`src/rtl/imm_pkg.sv`:
```
// Shared constants for the immediate-generation stage: format codes and
// the skid-buffer state encoding.
package imm_pkg;

  localparam logic [2:0] EXT_I     = 3'b000;
  localparam logic [2:0] EXT_B     = 3'b001;
  localparam logic [2:0] EXT_U     = 3'b010;
  localparam logic [2:0] EXT_JAL   = 3'b011;
  localparam logic [2:0] EXT_S     = 3'b100;
  localparam logic [2:0] EXT_Z     = 3'b101;
  localparam logic [2:0] EXT_SHAMT = 3'b110;
  localparam logic [2:0] EXT_RSV   = 3'b111;

  typedef enum logic [1:0] {
    S_EMPTY = 2'd0,
    S_ONE   = 2'd1,
    S_TWO   = 2'd2
  } state_t;

endpackage

```
`src/rtl/imm_decode.sv`:
```
// Combinational immediate extractor: picks one of the RV immediate formats
// and widens it to XLEN (sign- or zero-extended depending on the format).
module imm_decode
  import imm_pkg::*;
#(
  parameter int XLEN = 32
) (
  input  logic [31:0]     i_instruction,
  input  logic [2:0]      i_sext_type,
  output logic [XLEN-1:0] o_imm
);

  logic [31:0] w_imm32;
  logic        w_zext;
  logic [31:0] w_i;

  assign w_i = i_instruction;

  always_comb begin
    w_imm32 = 32'd0;
    w_zext  = 1'b0;
    case (i_sext_type)
      EXT_B:     w_imm32 = {{19{w_i[31]}}, w_i[31], w_i[7], w_i[30:25], w_i[11:8], 1'b0};
      EXT_U:     w_imm32 = {w_i[31:12], 12'd0};
      EXT_JAL:   w_imm32 = {{11{w_i[31]}}, w_i[31], w_i[19:12], w_i[20], w_i[30:21], 1'b0};
      EXT_S:     w_imm32 = {{20{w_i[31]}}, w_i[31:25], w_i[11:7]};
      EXT_Z: begin
        w_zext  = 1'b1;
        w_imm32 = {27'd0, w_i[19:15]};
      end
      EXT_SHAMT: begin
        w_zext  = 1'b1;
        // RV64 shift amounts carry a sixth bit in instr[25]
        w_imm32 = (XLEN == 64) ? {26'd0, w_i[25:20]} : {27'd0, w_i[24:20]};
      end
      default:   w_imm32 = {{20{w_i[31]}}, w_i[31:20]};
    endcase
  end

  assign o_imm = w_zext ? XLEN'(w_imm32) : XLEN'($signed(w_imm32));

endmodule

```
`src/rtl/imm_ext_stage.sv`:
```
// Registered immediate-generation stage with optional PC-relative target,
// 2-entry skid buffer (registered in_ready) and synchronous flush.
module imm_ext_stage
  import imm_pkg::*;
#(
  parameter int XLEN      = 32,
  parameter bit PC_TARGET = 1'b1,
  parameter int TAG_W     = 5
) (
  input  logic             clk,
  input  logic             rst_n,
  input  logic             flush,
  input  logic             in_valid,
  output logic             in_ready,
  input  logic [31:0]      instruction,
  input  logic [2:0]       sext_type,
  input  logic [XLEN-1:0]  pc,
  input  logic [TAG_W-1:0] in_tag,
  output logic             out_valid,
  input  logic             out_ready,
  output logic [XLEN-1:0]  imm_D,
  output logic [XLEN-1:0]  target,
  output logic [TAG_W-1:0] out_tag
);

  state_t           r_state;
  state_t           w_state_next;
  logic             r_in_ready;
  logic             r_out_valid;
  logic [XLEN-1:0]  r_main_imm;
  logic [XLEN-1:0]  r_main_tgt;
  logic [TAG_W-1:0] r_main_tag;
  logic [XLEN-1:0]  r_skid_imm;
  logic [XLEN-1:0]  r_skid_tgt;
  logic [TAG_W-1:0] r_skid_tag;

  logic [XLEN-1:0]  w_imm;
  logic [XLEN-1:0]  w_tgt;
  logic             w_in_fire;
  logic             w_out_fire;
  logic             w_load_main;
  logic             w_load_skid;
  logic             w_skid_to_main;

  imm_decode #(
    .XLEN(XLEN)
  ) u_decode (
    .i_instruction(instruction),
    .i_sext_type  (sext_type),
    .o_imm        (w_imm)
  );

  generate
    if (PC_TARGET) begin : g_target
      assign w_tgt = pc + w_imm;
    end else begin : g_no_target
      logic w_unused_pc;
      assign w_unused_pc = ^pc;
      assign w_tgt       = '0;
    end
  endgenerate

  assign w_in_fire  = in_valid & r_in_ready;
  assign w_out_fire = r_out_valid & out_ready;

  always_comb begin
    w_state_next   = r_state;
    w_load_main    = 1'b0;
    w_load_skid    = 1'b0;
    w_skid_to_main = 1'b0;
    if (flush) begin
      // Anything accepted this cycle is dropped; a concurrent output
      // handshake has already been seen downstream.
      w_state_next = S_EMPTY;
    end else begin
      case (r_state)
        S_EMPTY: begin
          if (w_in_fire) begin
            w_state_next = S_ONE;
            w_load_main  = 1'b1;
          end
        end
        S_ONE: begin
          if (w_in_fire && w_out_fire) begin
            w_load_main = 1'b1;
          end else if (w_in_fire) begin
            w_state_next = S_TWO;
            w_load_skid  = 1'b1;
          end else if (w_out_fire) begin
            w_state_next = S_EMPTY;
          end
        end
        S_TWO: begin
          if (w_out_fire) begin
            w_state_next   = S_ONE;
            w_skid_to_main = 1'b1;
          end
        end
        default: w_state_next = S_EMPTY;
      endcase
    end
  end

  always_ff @(posedge clk or negedge rst_n) begin
    if (!rst_n) begin
      r_state     <= S_EMPTY;
      r_in_ready  <= 1'b1;
      r_out_valid <= 1'b0;
    end else begin
      r_state     <= w_state_next;
      r_in_ready  <= (w_state_next != S_TWO);
      r_out_valid <= (w_state_next != S_EMPTY);
    end
  end

  always_ff @(posedge clk or negedge rst_n) begin
    if (!rst_n) begin
      r_main_imm <= '0;
      r_main_tgt <= '0;
      r_main_tag <= '0;
    end else if (w_load_main) begin
      r_main_imm <= w_imm;
      r_main_tgt <= w_tgt;
      r_main_tag <= in_tag;
    end else if (w_skid_to_main) begin
      r_main_imm <= r_skid_imm;
      r_main_tgt <= r_skid_tgt;
      r_main_tag <= r_skid_tag;
    end
  end

  always_ff @(posedge clk or negedge rst_n) begin
    if (!rst_n) begin
      r_skid_imm <= '0;
      r_skid_tgt <= '0;
      r_skid_tag <= '0;
    end else if (w_load_skid) begin
      r_skid_imm <= w_imm;
      r_skid_tgt <= w_tgt;
      r_skid_tag <= in_tag;
    end
  end

  assign in_ready  = r_in_ready;
  assign out_valid = r_out_valid;
  assign imm_D     = r_main_imm;
  assign target    = r_main_tgt;
  assign out_tag   = r_main_tag;

endmodule

```
`config.mk`:
```
export PLATFORM = sky130hd
export DESIGN_NAME = imm_ext_stage
export DESIGN_NICKNAME = d
export VERILOG_FILES = /design/src/rtl/imm_pkg.sv /design/src/rtl/imm_decode.sv /design/src/rtl/imm_ext_stage.sv
export SDC_FILE = /design/constraint.sdc
export NUM_CORES = 1
export LEC_CHECK = 0
export ABC_AREA = 1
export BUFFER_PORTS_ARGS = -buffer_cell sky130_fd_sc_hd__buf_2
export CORE_AREA = 5 5 133 135
export CTS_BUF_LIST = sky130_fd_sc_hd__clkbuf_16
export DETAILED_ROUTE_END_ITERATION = 10
export DIE_AREA = 0 0 138 140
export PLACE_DENSITY = 0.76
export SLEW_MARGIN = 10
export SYNTH_ARGS = -nofsm -noshare
export SYNTH_HDL_FRONTEND = slang
export SYNTH_HIERARCHICAL = 1
export SYNTH_SLANG_ARGS = --single-unit
export TNS_END_PERCENT = 100
```
`constraint.sdc`:
```
create_clock -name clk -period 4.8 [get_ports clk]
set_input_delay 0.24 -clock clk [delete_from_list [all_inputs] [get_ports clk]]
set_output_delay 0.24 -clock clk [all_outputs]
set_load 0.02 [all_outputs]
```
==> metrics.cfg <==
[yosys]
synth_area_leaders = dfrtp_1 (40%), nand2_1 (22%), inv_1 (8.1%)
syn_avg_cell_area_um2 = 6.787
syn_area_mm2 = 0.008830
ys_seq_area_frac = 0.4026
synth_area_leader_cell = dfrtp_1
synth_fp_nets = 1410
synth_cells = 1301
async_flop_share = 1.000
synth_top_area_frac = 0.3996
synth_edf_count = 0
synthDistinctLibCells = 35
synth.ff_latch_count = 142
yosysMostFrequentCell = nand2_1
ys.flop_type = dfrtp_1
yosysWarningCount = 6
synthTopCellsByCount = nand2_1 (523), inv_1 (190), dfrtp_1 (141)

[pwr]
clockPowerShare = 0.272
combinationalPowerShare = 0.347
peakVddDrop_mv = 0.2835
netSwitchingFraction = 0.3764
power_switching_mw = 1.934
p_seq_frac = 0.381
powerDensity_mw_per_mm2 = 500.1
p_leak_nw = 5.848
p_int_mw = 3.204

[floorplan]
die_height_um = 140
ios = 148
design.core.area_mm2 = 0.01635
start_util = 0.5401
num_rows = 47
dieArea_mm2 = 0.01932
chipWidth_um = 138

[grt]
antenna_found_initial = 0
grt_use_total = 0.2539
gr-total-overflow = 0
grt_pass1_vias = 8142
grt_pass1_wl_um = 40210
grt_max_degree = 96

[outcome]
status = complete, no violations

[worst_setup_path]
crit_top_cell = inv_2
cp_slowest_stage_delay_ps = 850
worst-path-buf-inv = 4
critPathMaxFanout = 63
slowest_stage = inv_2
cp.arrival_ps = 3430
worst_path_dominant_cell_family = buffers and inverters
end_kind = register
required_ps = 5120
path_class = register to register
path_cells = nand2_1 -> inv_2 -> o21ai_2 -> nor2_4 -> inv_2 -> nand2_2 -> inv_2 -> mux2i_1 -> inv_1
critPathLaunchType = register

[timing]
fin_skew_ps = 5.462
max_freq_ghz = 0.3213
min_period_ps = 3112
fin_setup_tns_ps = 0
slew_headroom = 0.2468
tightest_slew_ps = 1128
slew_violations = 0
setup_viol = 0
hold_viol = 0
grt_setup_unrepaired = false
fin_crit_sh = 0.6483
holdWs_ps = 36.69

[drt]
vias_per_cell = 5.097
first_pass_iters = 6
wire_per_inst_um = 14.39
vias = 8450
routed_wl_um = 23850
drc = 0
initialDrtViolationCount = 699
drtAntennaViolNets = 0

[clocking]
cts_hold_buf = 1
clock_latency_ps = 420
cts_resized = 0
htreeDepth = 4
ctsLongestPathBuffers = 2
cts_tree = yes
cts_sinks = 142
numCtsBuffers = 17
clkTransAtPathRegs_ps = 60
root_buffer = clkbuf_16
post-cts-setup-buffers = 0

[placed_design]
gp_congestion = 0.9128
dp_hpwl_um = 17690
io_buffers = 140

[finish]
syn2layout_area_growth_pct = 16.38
nFillCells = 1569
final_nets = 1534
drive_above_1_share = 0.1378

[worst_hold_path]
hp-class = input pin to register

[run]
drv_cap = 0

[metrics by stage]
| stage | util | total power [mW] | setup WS (ps) | std cells | area (um2) |
|---|---|---|---|---|---|
| 6_report | 0.6286 | 5.139 | 1688 | 1658 | 10280 |
| 5_1_grt | 0.6284 | 5.513 | 1329 | 1657 | 10270 |
| 4_1_cts | 0.6284 | 5.168 | 1620 | 1657 | 10270 |
| 3_5_place_dp | 0.5901 | 3.742 | 1629 | 1625 | 9647 |
| 3_3_place_gp | 0.5901 | 3.687 | 1674 | 1625 | 9647 |
| 2_1_floorplan | - | 3.162 | 2514 | 1301 | 8830 |
[cell usage in the layout (no fill, tap or decap), types with 3 or more instances in the layout]
master / Yosys / layout
o21ai_0: 108 / 108
o21a_1: 10 / 10
xnor2_1: 15 / 15
and2_1: 3 / 3
nand3b_1: 12 / 12
nand2_1: 523 / 523
inv_6: 0 / 3
a31oi_1: 4 / 4
inv_2: 6 / 7
a21oi_1: 25 / 25
nor3_1: 5 / 5
o211ai_1: 6 / 6
buf_2: 18 / 139
inv_1: 190 / 190
dfrtp_1: 141 / 141
o21ai_1: 38 / 38
clkbuf_16: 0 / 17
nand3_1: 56 / 56
or2_2: 4 / 4
nor2_1: 63 / 63
clkinvlp_4: 0 / 3
bufinv_16: 0 / 4
ha_1: 31 / 31
buf_4: 3 / 7
[sequential cells by signal, summed over array words and instances (netlist names)]
signal	cells
r_skid_tag	5
r_state	2
out_tag	5
r_skid_imm	32
target	32
imm_D	32
in_ready	1
r_skid_tgt	32
out_valid	1
[worst paths after layout]
check | slack [ps] | end | cells after the start | from
max in group asynchronous | 3190 | target[12] | 3 | rst_n
worst min-delay path | 40 | r_skid_tag[4] | 3 | in_tag[4]
worst max-delay path | 1690 | target[5] | 9 | out_valid
worst min register to register | 470 | target[27] | 2 | target[27]
worst max register to register | 1690 | target[5] | 9 | out_valid
min in group asynchronous | 470 | r_skid_tgt[6] | 2 | rst_n
[metal layers]
metal,global-route usage,vias to the layer above,routed length (um)
li1,-,4281,-
met1,0.3504,3818,10980
met2,0.4006,312,10540
met3,0.05453,39,1718
met4,0.08580,0,609
met5,0,-,0
[power groups by stage]
| stage | logic, mW | registers, mW | clock network [mW] |
|---|---|---|---|
| after floorplan | 0.931 | 2.23 | 0 |
| after global placement | 1.74 | 1.95 | 0 |
| after detailed placement | 1.78 | 1.96 | 0 |
| after CTS | 1.80 | 1.95 | 1.42 |
| after global routing | 2.03 | 2.02 | 1.47 |
| final | 1.79 | 1.96 | 1.40 |
[cells by family after synthesis]
family | share of synthesized area
DFF | 0.4026
and+or+nand+nor | 0.3081
buffers and inverters | 0.1080
AOI/OAI and AO/OA | 0.1170
adders and majority gates | 0.04620
xor gates and xnor gates | 0.01587
muxes | 0.002267
[worst reg2reg max path, cell delays in order, from the launching register on]
cell     delay (ps)
dfrtp_1         370
nand2_1         110
inv_2            60
o21ai_2         500
nor2_4           50
inv_2           600
nand2_2         120
inv_2           850
mux2i_1         300
inv_1            50
[cell type report]
class	count	area (um2)	share of cell area
repair buffers	148	769.5	0.07488
flip-flops and latches	142	3555	0.3459
diodes	1	2.502	0.0002435
well taps	220	275.3	0.02679
inverters	196	735.7	0.07159
clock inverters	14	191.4	0.01863
multi-input cells	920	4322	0.4206
clock buffers	17	425.4	0.04140
Power figures use the tool's default switching activity.
